===== src/rtl/joystick_conditioner.sv =====
// Left/right joystick conditioning: 2-FF sync, counter debounce, press strobe, fixed beep window.
// Optional auto-repeat while held is enabled by defining JOYSTICK_AUTOREPEAT_EN.
module joystick_conditioner #(
  parameter int DEBOUNCE_CYCLES = 1_000_000,
  parameter int BEEP_CYCLES     = 5_000_000,
  parameter int REPEAT_DELAY    = 25_000_000,
  parameter int REPEAT_PERIOD   = 10_000_000,
  parameter int CNT_W           = 25
) (
  input  logic clk,
  input  logic rst_n,
  input  logic left_raw,
  input  logic right_raw,
  output logic left_level,
  output logic right_level,
  output logic left_pulse,
  output logic right_pulse,
  output logic joystick_left,
  output logic joystick_right
);

  typedef enum logic [1:0] {IDLE, ARMING, PRESSED, RELEASING} state_e;

  localparam logic [CNT_W-1:0] DEB_LAST  = CNT_W'(DEBOUNCE_CYCLES - 1);
  localparam logic [CNT_W-1:0] BEEP_LOAD = CNT_W'(BEEP_CYCLES);
  localparam logic [CNT_W-1:0] CNT_ONE   = CNT_W'(1);

  // Configurations outside this range have no defined behaviour.
  if (DEBOUNCE_CYCLES < 2 || BEEP_CYCLES < 1 || REPEAT_DELAY < 1 || REPEAT_PERIOD < 1)
  begin : g_unsupported_config
  end

  // Index 0 is the left channel, index 1 the right channel; state_q is the FSM debug view.
  logic [1:0]       sync1_q, sync1_d;
  logic [1:0]       sync2_q, sync2_d;
  state_e           state_q [2];
  state_e           state_d [2];
  logic [CNT_W-1:0] cnt_q [2];
  logic [CNT_W-1:0] cnt_d [2];
  logic [CNT_W-1:0] beep_cnt_q [2];
  logic [CNT_W-1:0] beep_cnt_d [2];
  logic [1:0]       level_q, level_d;
  logic [1:0]       pulse_q, pulse_d;
  logic [1:0]       joy_q, joy_d;
`ifdef JOYSTICK_AUTOREPEAT_EN
  localparam logic [CNT_W-1:0] DELAY_LAST  = CNT_W'(REPEAT_DELAY - 1);
  localparam logic [CNT_W-1:0] PERIOD_LAST = CNT_W'(REPEAT_PERIOD - 1);
  logic [CNT_W-1:0] rep_cnt_q [2];
  logic [CNT_W-1:0] rep_cnt_d [2];
  logic [1:0]       rep_armed_q, rep_armed_d;
`endif

  always_comb begin
    sync1_d = {right_raw, left_raw};
    sync2_d = sync1_q;
    for (int i = 0; i < 2; i++) begin
      state_d[i] = state_q[i];
      cnt_d[i]   = cnt_q[i];
      level_d[i] = level_q[i];
      pulse_d[i] = 1'b0;
`ifdef JOYSTICK_AUTOREPEAT_EN
      rep_cnt_d[i]   = '0;
      rep_armed_d[i] = 1'b0;
`endif
      case (state_q[i])
        IDLE: begin
          level_d[i] = 1'b0;
          if (sync2_q[i]) begin
            state_d[i] = ARMING;
            cnt_d[i]   = CNT_ONE;
          end
        end
        ARMING: begin
          level_d[i] = 1'b0;
          if (!sync2_q[i]) begin
            state_d[i] = IDLE;
            cnt_d[i]   = '0;
          end else if (cnt_q[i] == DEB_LAST) begin
            state_d[i] = PRESSED;
            cnt_d[i]   = '0;
            level_d[i] = 1'b1;
            pulse_d[i] = 1'b1;
          end else begin
            cnt_d[i] = cnt_q[i] + 1'b1;
          end
        end
        PRESSED: begin
          level_d[i] = 1'b1;
          if (!sync2_q[i]) begin
            state_d[i] = RELEASING;
            cnt_d[i]   = CNT_ONE;
          end
`ifdef JOYSTICK_AUTOREPEAT_EN
          // The first repeat waits REPEAT_DELAY, later ones REPEAT_PERIOD.
          else if (rep_cnt_q[i] == (rep_armed_q[i] ? PERIOD_LAST : DELAY_LAST)) begin
            pulse_d[i]     = 1'b1;
            rep_armed_d[i] = 1'b1;
          end else begin
            rep_cnt_d[i]   = rep_cnt_q[i] + 1'b1;
            rep_armed_d[i] = rep_armed_q[i];
          end
`endif
        end
        RELEASING: begin
          level_d[i] = 1'b1;
          if (sync2_q[i]) begin
            state_d[i] = PRESSED;
            cnt_d[i]   = '0;
          end else if (cnt_q[i] == DEB_LAST) begin
            state_d[i] = IDLE;
            cnt_d[i]   = '0;
            level_d[i] = 1'b0;
          end else begin
            cnt_d[i] = cnt_q[i] + 1'b1;
          end
        end
        default: begin
          state_d[i] = IDLE;
          cnt_d[i]   = '0;
          level_d[i] = 1'b0;
        end
      endcase

      // Window loads the cycle after the strobe, so it starts one cycle later.
      if (pulse_q[i]) begin
        beep_cnt_d[i] = BEEP_LOAD;
      end else if (beep_cnt_q[i] != '0) begin
        beep_cnt_d[i] = beep_cnt_q[i] - 1'b1;
      end else begin
        beep_cnt_d[i] = '0;
      end
      joy_d[i] = (beep_cnt_d[i] != '0);
    end
  end

  always_ff @(posedge clk or negedge rst_n) begin
    if (!rst_n) begin
      sync1_q <= '0;
      sync2_q <= '0;
      level_q <= '0;
      pulse_q <= '0;
      joy_q   <= '0;
      for (int i = 0; i < 2; i++) begin
        state_q[i]    <= IDLE;
        cnt_q[i]      <= '0;
        beep_cnt_q[i] <= '0;
`ifdef JOYSTICK_AUTOREPEAT_EN
        rep_cnt_q[i]  <= '0;
`endif
      end
`ifdef JOYSTICK_AUTOREPEAT_EN
      rep_armed_q <= '0;
`endif
    end else begin
      sync1_q <= sync1_d;
      sync2_q <= sync2_d;
      level_q <= level_d;
      pulse_q <= pulse_d;
      joy_q   <= joy_d;
      for (int i = 0; i < 2; i++) begin
        state_q[i]    <= state_d[i];
        cnt_q[i]      <= cnt_d[i];
        beep_cnt_q[i] <= beep_cnt_d[i];
`ifdef JOYSTICK_AUTOREPEAT_EN
        rep_cnt_q[i]  <= rep_cnt_d[i];
`endif
      end
`ifdef JOYSTICK_AUTOREPEAT_EN
      rep_armed_q <= rep_armed_d;
`endif
    end
  end

  assign left_level     = level_q[0];
  assign right_level    = level_q[1];
  assign left_pulse     = pulse_q[0];
  assign right_pulse    = pulse_q[1];
  assign joystick_left  = joy_q[0];
  assign joystick_right = joy_q[1];

endmodule


===== config.mk =====
export PLATFORM = sky130hd
export DESIGN_NAME = joystick_conditioner
export DESIGN_NICKNAME = d
export VERILOG_FILES = /design/src/rtl/joystick_conditioner.sv
export SDC_FILE = /design/constraint.sdc
export NUM_CORES = 1
export LEC_CHECK = 0
export BUFFER_PORTS_ARGS = -buffer_cell sky130_fd_sc_hd__buf_2
export CORE_AREA = 10 10 112 114
export CTS_BUF_LIST = sky130_fd_sc_hd__clkbuf_8
export CTS_CLUSTER_SIZE = 25
export DETAILED_ROUTE_END_ITERATION = 6
export DIE_AREA = 0 0 122 124
export GPL_TIMING_DRIVEN = 1
export MAX_ROUTING_LAYER = met4
export PLACE_DENSITY = 0.87
export SLEW_MARGIN = 20
export SYNTH_ARGS = -nofsm -noshare
export SYNTH_HDL_FRONTEND = slang
export SYNTH_SLANG_ARGS = --single-unit

===== constraint.sdc =====
create_clock -name clk -period 3.2 [get_ports clk]
set_input_delay 0.64 -clock clk [delete_from_list [all_inputs] [get_ports clk]]
set_output_delay 0.64 -clock clk [all_outputs]
set_load 0.01 [all_outputs]

==> results of run 1 <==
[metal layers]
metal	global-route usage	wire, um
met3	0.05113	755
met1	0.2253	5771
met4	0.07377	218
met5	-	0
met2	0.3065	6466
[layout make-up]
| class | instances | area, um2 | area share |
|---|---|---|---|
| flip-flops and latches | 114 | 2853 | 0.4298 |
| clock inverters | 13 | 121.4 | 0.01828 |
| well taps | 136 | 170.2 | 0.02564 |
| clock buffers | 19 | 261.5 | 0.03940 |
| repair buffers | 34 | 247.7 | 0.03732 |
| inverters | 16 | 60.06 | 0.009048 |
| multi-input cells | 492 | 2924 | 0.4405 |
[report_power, final]
group / leakage [nW] / total (W) / internal (W) / switching (W)
clock network: 0.202 / 0.00129 / 0.000717 / 0.000572
registers: 1.57 / 0.00147 / 0.00145 / 0.0000131
logic: 1.46 / 0.0000972 / 0.0000277 / 0.0000695
total: 3.23 / 0.00285 / 0.00220 / 0.000654
[sequential cells by signal, summed over array words and instances, names as in the netlist, named ones only]
name and flops:
beep_cnt_q 50, cnt_q 50, joy_q 2, level_q 2
pulse_q 2, state_q 2, sync1_q 2, sync2_q 2
[cells by family (layout without fill, tap and decap cells)]
kind of cell               Yosys count  in the layout
AOI/OAI and AO/OA                  138            138
xor gates and xnor gates            48             48
adders and majority gates            4              4
buffers and inverters               40             82
DFF                                114            114
muxes                                5              5
and+or+nand+nor                    297            297
[cells in the mapped netlist (2+ instances only)]
cell,instances
nand3b_1,2
clkbuf_1,20
a22o_1,4
nand2_1,48
inv_1,16
o31ai_1,23
nand3_1,30
nor4b_1,7
a21oi_1,13
o21a_1,2
a21o_1,4
and2_1,5
buf_2,2
nand4b_1,3
or3_1,8
xnor2_1,29
and3_1,14
or4_1,6
or2_2,3
dfrtp_1,114
o41ai_1,4
and4_1,6
nor2b_1,6
a31oi_1,7
nor4_1,17
nor2_1,87
o211ai_1,2
nand2b_1,6
ha_1,4
o21ai_0,71
o22ai_1,2
nor3_1,25
mux2_2,4
xor2_1,19
nand4_1,15
or4b_2,2
[worst max path at each step]
stage,slack (ns),to,cells past startpoint,start
floorplan,0.02,joy_q[0],11,beep_cnt_q[25]
detailed placement,0.007,joy_q[0],7,beep_cnt_q[38]
CTS,0.05,joy_q[0],7,beep_cnt_q[38]
global placement,0.03,joy_q[0],7,beep_cnt_q[38]
finish,0.11,joy_q[0],7,beep_cnt_q[38]
global route,0.02,joy_q[0],10,beep_cnt_q[25]
[worst register-to-register path, delay by kind of cell (launching register included)]
| family | cells | cell delay [ns] |
|---|---|---|
| compound gates | 2 | 0.68 |
| flops | 1 | 0.38 |
| simple gates | 5 | 1.91 |
[repair_timing]
| item | in CTS | in global routing |
|---|---|---|
| endpoints found under the setup margin | 1 | 1 |
| gates resized for setup | 1 | 3 |
| pin swaps | 0 | 1 |
[per-stage QoR]
stage                       util  setup slack (ns)  instance area [um2]  total power, W  std cells
after floorplan                -           0.02438                 5914        0.001538        646
after global placement    0.6091           0.02808                 6232        0.001583        792
after detailed placement  0.6091          0.006811                 6232        0.001590        792
after CTS                 0.6471           0.04646                 6620        0.002875        824
after global routing      0.6488           0.01741                 6638        0.002958        824
final                     0.6488            0.1108                 6638        0.002851        824
==> flow_metrics.tcl, run 1 <==
set metrics [dict create \
    yosys-top-cells-area "dfrtp_1, o21ai_0, nor2_1" \
    reg2regPathDepth 7 \
    end_kind "register" \
    cts_made_buffers 17 \
    insertedDiodeCount 0 \
    final_nets 683 \
    run_status "completed" \
    cts_hold_buf 0 \
    htree_levels 4 \
    routed_via_density 6.096 \
    cpMaxStageDelayCell "or4_4" \
    final_layout_size_suffix_gt1_frac 0.1148 \
    maxClockFrequency_mhz 323.7 \
    core.rowCount 37 \
    fin_skew_ns 0.009675 \
    crit_family "simple AND/OR/NAND/NOR gates" \
    critPathMaxStageDelay_ns 0.55 \
    timing.rr.start "beep_cnt_q[38]" \
    synthXorXnorAreaFrac 0.07108 \
    drt-pass1-iter-count 5 \
    layout_common_cells "dfrtp_1, nor2_1, o21ai_0" \
    fillCellCount 810 \
    syn_inst 646 \
    synth_compound_area_frac 0.1411 \
    fin_hold_ws_ns 0.1766 \
    areaGrowthSynthToFinish_pct 12.23 \
    initial_utilization 0.5781 \
    numPortBuffers 9 \
    place.gp.congestion 0.9240 \
    cp.buffers_inverters 0 \
    min_path_type "input pin to async pin" \
    synth.cell_area_um2 5914 \
    cts_tree "yes" \
    maxSlewHeadroom 0.2977 \
    yosysTopAreaCell "dfrtp_1" \
    grt_pass1_vias 4868 \
    grt_usage 0.1908 \
    dieArea_um2 15130 \
    cts_max_path_buffers 2 \
    hold_viol_final 0 \
    async_reset_ff_frac 1.000 \
    dp.final_hpwl_um 8966 \
    synth-seq-cells 114 \
    dieWidth_um 122 \
    tightest_slew_ns 1.050 \
    fin_tns_setup_ns 0 \
    grt_pass1_wl_um 22920 \
    antenna_left 0 \
    fin_crit_ns 3.089 \
    grt_max_degree 52 \
    drc_errors 0 \
    antenna_found_initial 0 \
    synth_top_family_by_area "simple AND/OR/NAND/NOR gates" \
    report.final.setup_viol 0 \
    synth_nets 654 \
    wl_per_cell_um 16.03 \
    synth_top_area_frac 0.4823 \
    leakage_nw 3.233 \
    grt_setup_unrepaired "no" \
    startpoint_type "register" \
    ys_warn_count 0 \
    finalCritPeriodShare 0.9654 \
    synth-simple-area-share 0.2606 \
    cts.reportedPaths.clkPinSlew_ns 0.07 \
    synthMuxAreaShare 0.009308 \
    synth_edf_count 0 \
    max-vdd-ir-drop_mv 0.2702 \
    critPathMaxFanout 3 \
    die_h_um 124 \
    ys_seq_area_frac 0.4823 \
    final_common_cell "dfrtp_1" \
    rrSetupSlack_ns 0.11 \
    postCtsSetupRepairBufs 0 \
    cp.required_ns 3.51 \
    crit_top_cell "or4_1" \
    drtIter0Drc 510 \
    synth_cell_type_count 52 \
    p_per_area_nw_per_um2 429.5 \
    core-area_um2 10230 \
    cts_sinks 114 \
    cp_data_arrival_time_ns 3.40 \
    worstSetupPathType "register to register" \
    avgSynthCellArea_um2 9.155 \
    yosys_most_used_dff "dfrtp_1" \
    clk_latency_ns 0.43 \
    grt_overflow 0 \
    final-max-slew-violation-count 0 \
    wl_um 13210 \
    io_pins 10 \
    maxCapViolCount 0 \
    cp_cell_sequence "or4_4 -> nor3_1 -> nand4_1 -> a221o_1 -> or4_1 -> or4_1 -> a211o_1" \
    r2r_end "joy_q[0]" \
    clk_root_buffer_cell "clkbuf_8" \
    vias 5023 \
    synthAdderAreaFrac 0.008462 \
]
(Power assumes the default switching activity.)
==> inputs of run 2 (changes only) <==
--- a/config.mk
+++ b/config.mk
@@ -14,6 +14,7 @@
 export GPL_TIMING_DRIVEN = 1
 export MAX_ROUTING_LAYER = met4
 export PLACE_DENSITY = 0.87
+export REMOVE_ABC_BUFFERS = 1
 export SLEW_MARGIN = 20
 export SYNTH_ARGS = -nofsm -noshare
 export SYNTH_HDL_FRONTEND = slang
==> run 2 against run 1 <==
Effect of this change: cell area decreased by 0.70%; core utilization decreased by 0.45 points; global-route usage decreased by 0.54 points; wire length decreased by 2.2%; highest routed layer unchanged; largest cell class unchanged; via count decreased by 0.46%.
==> flow_metrics.tcl, run 2 (same netlist as run 1, synthesis figures left out) <==
set metrics [dict create \
    wl_um 12920 \
    cts.reportedPaths.clkPinSlew_ns 0.06 \
    initial_utilization 0.5781 \
    cp_data_arrival_time_ns 3.44 \
    grt_max_degree 72 \
    hold_viol_final 0 \
    htree_levels 4 \
    final_nets 678 \
    vias 5000 \
    p_per_area_nw_per_um2 433.2 \
    dieArea_um2 15130 \
    grt_overflow 0 \
    dieWidth_um 122 \
    fin_skew_ns 0.007765 \
    grt_pass1_wl_um 22230 \
    grt_pass1_vias 4777 \
    die_h_um 124 \
    fillCellCount 794 \
    cts_tree "yes" \
    cts_sinks 114 \
    total_power_w 0.002855 \
    grt_usage 0.1854 \
    clk_root_buffer_cell "clkbuf_8" \
    final-max-slew-violation-count 0 \
    rrSetupSlack_ns 0.08 \
    fin_crit_ns 3.124 \
    core.rowCount 37 \
    p_int_w 0.002230 \
    insertedDiodeCount 0 \
    reg_top3 "beep_cnt_q (50), cnt_q (50)" \
    worstSetupPathType "register to register" \
    tightest_slew_ns 0.9938 \
    final_common_cell "dfrtp_1" \
    p_sw_w 0.0006253 \
    maxClockFrequency_mhz 320.1 \
    antenna_left 0 \
    maxSlewHeadroom 0.3350 \
    drc_errors 0 \
    min_path_type "input pin to async pin" \
    numPortBuffers 9 \
    place.gp.congestion 0.9402 \
    power.share.clock 0.452 \
    routed_via_density 6.127 \
    drtIter0Drc 431 \
    combPwrFrac 0.034 \
    cts_hold_buf 0 \
    pwr-share-seq 0.514 \
    final_layout_size_suffix_gt1_frac 0.1059 \
    layout_common_cells "dfrtp_1, nor2_1, o21ai_0" \
    leakage_nw 3.206 \
    areaGrowthSynthToFinish_pct 11.44 \
    finalCritPeriodShare 0.9762 \
    fin_hold_ws_ns 0.1855 \
    antenna_found_initial 0 \
    maxCapViolCount 0 \
    dp.final_hpwl_um 8724 \
    run_status "completed" \
    cts_max_path_buffers 2 \
    clk_latency_ns 0.43 \
    cp.required_ns 3.51 \
    report.final.setup_viol 0 \
    drt-pass1-iter-count 5 \
    wl_per_cell_um 15.83 \
    end_kind "register" \
    core-area_um2 10230 \
    cts_made_buffers 17 \
    io_pins 10 \
    switching_share 0.2190 \
    max-vdd-ir-drop_mv 0.2425 \
    critPathMaxFanout 5 \
    startpoint_type "register" \
]
[run 2: final timing paths]
path | start | end | cells past startpoint
worst min-delay path | rst_n | cnt_q[10] | 1
worst max-delay path | beep_cnt_q[38] | joy_q[0] | 7
worst min register to register | sync1_q[1] | sync2_q[1] | 0
min in group clk | right_raw | sync1_q[1] | 1
max in group asynchronous | rst_n | beep_cnt_q[8] | 2
worst max register to register | beep_cnt_q[38] | joy_q[0] | 7
[run 2: power by group through the flow]
stage / clock network, W / logic [W] / registers [W]
2_1_floorplan: 0 / 0.0000464 / 0.00149
3_3_place_gp: 0 / 0.0000919 / 0.00149
4_1_cts: 0.00131 / 0.0000992 / 0.00147
3_5_place_dp: 0 / 0.0000987 / 0.00149
5_1_grt: 0.00138 / 0.000112 / 0.00147
6_report: 0.00129 / 0.0000973 / 0.00147
[run 2: per-layer routing]
metal	up-vias	wire [um]	global-route usage
li1	2385	-	-
met4	0	258	0.07899
met5	-	0	-
met1	2449	5647	0.2226
met3	25	589	0.04344
met2	141	6419	0.2948
[run 2: what timing repair did]
item	4_1_cts	5_1_grt
setup endpoints to repair	1	1
buffers inserted	0	0
pin swaps	0	1
resized for setup	2	2
[run 2: cell type report]
type | count | area (um2) | share of cell area
flip-flops and latches | 114 | 2853 | 0.4328
repair buffers | 29 | 210.2 | 0.03189
multi-input cells | 492 | 2920 | 0.4431
clock buffers | 21 | 289.0 | 0.04385
clock inverters | 8 | 88.84 | 0.01348
inverters | 16 | 60.06 | 0.009112
well taps | 136 | 170.2 | 0.02582
[run 2: worst max-delay path, cell delays in order, from the launching register on]
cell     delay, ns
dfrtp_1       0.39
or4_4         0.56
or3_4         0.43
o31ai_1       0.32
a22oi_2       0.09
or4_1         0.52
or4_1         0.41
a211o_1       0.29
[run 2: per-stage QoR]
step	setup slack [ns]	cell area, um2	instances	setup TNS [ns]	util
global placement	0.03909	6195	787	0	0.6055
global route	-0.05247	6591	816	-0.05247	0.6442
floorplan	0.03118	5814	622	0	-
CTS	0.02841	6584	816	0	0.6435
detailed placement	-0.07942	6195	787	-0.07942	0.6055
finish	0.07625	6591	816	0	0.6442
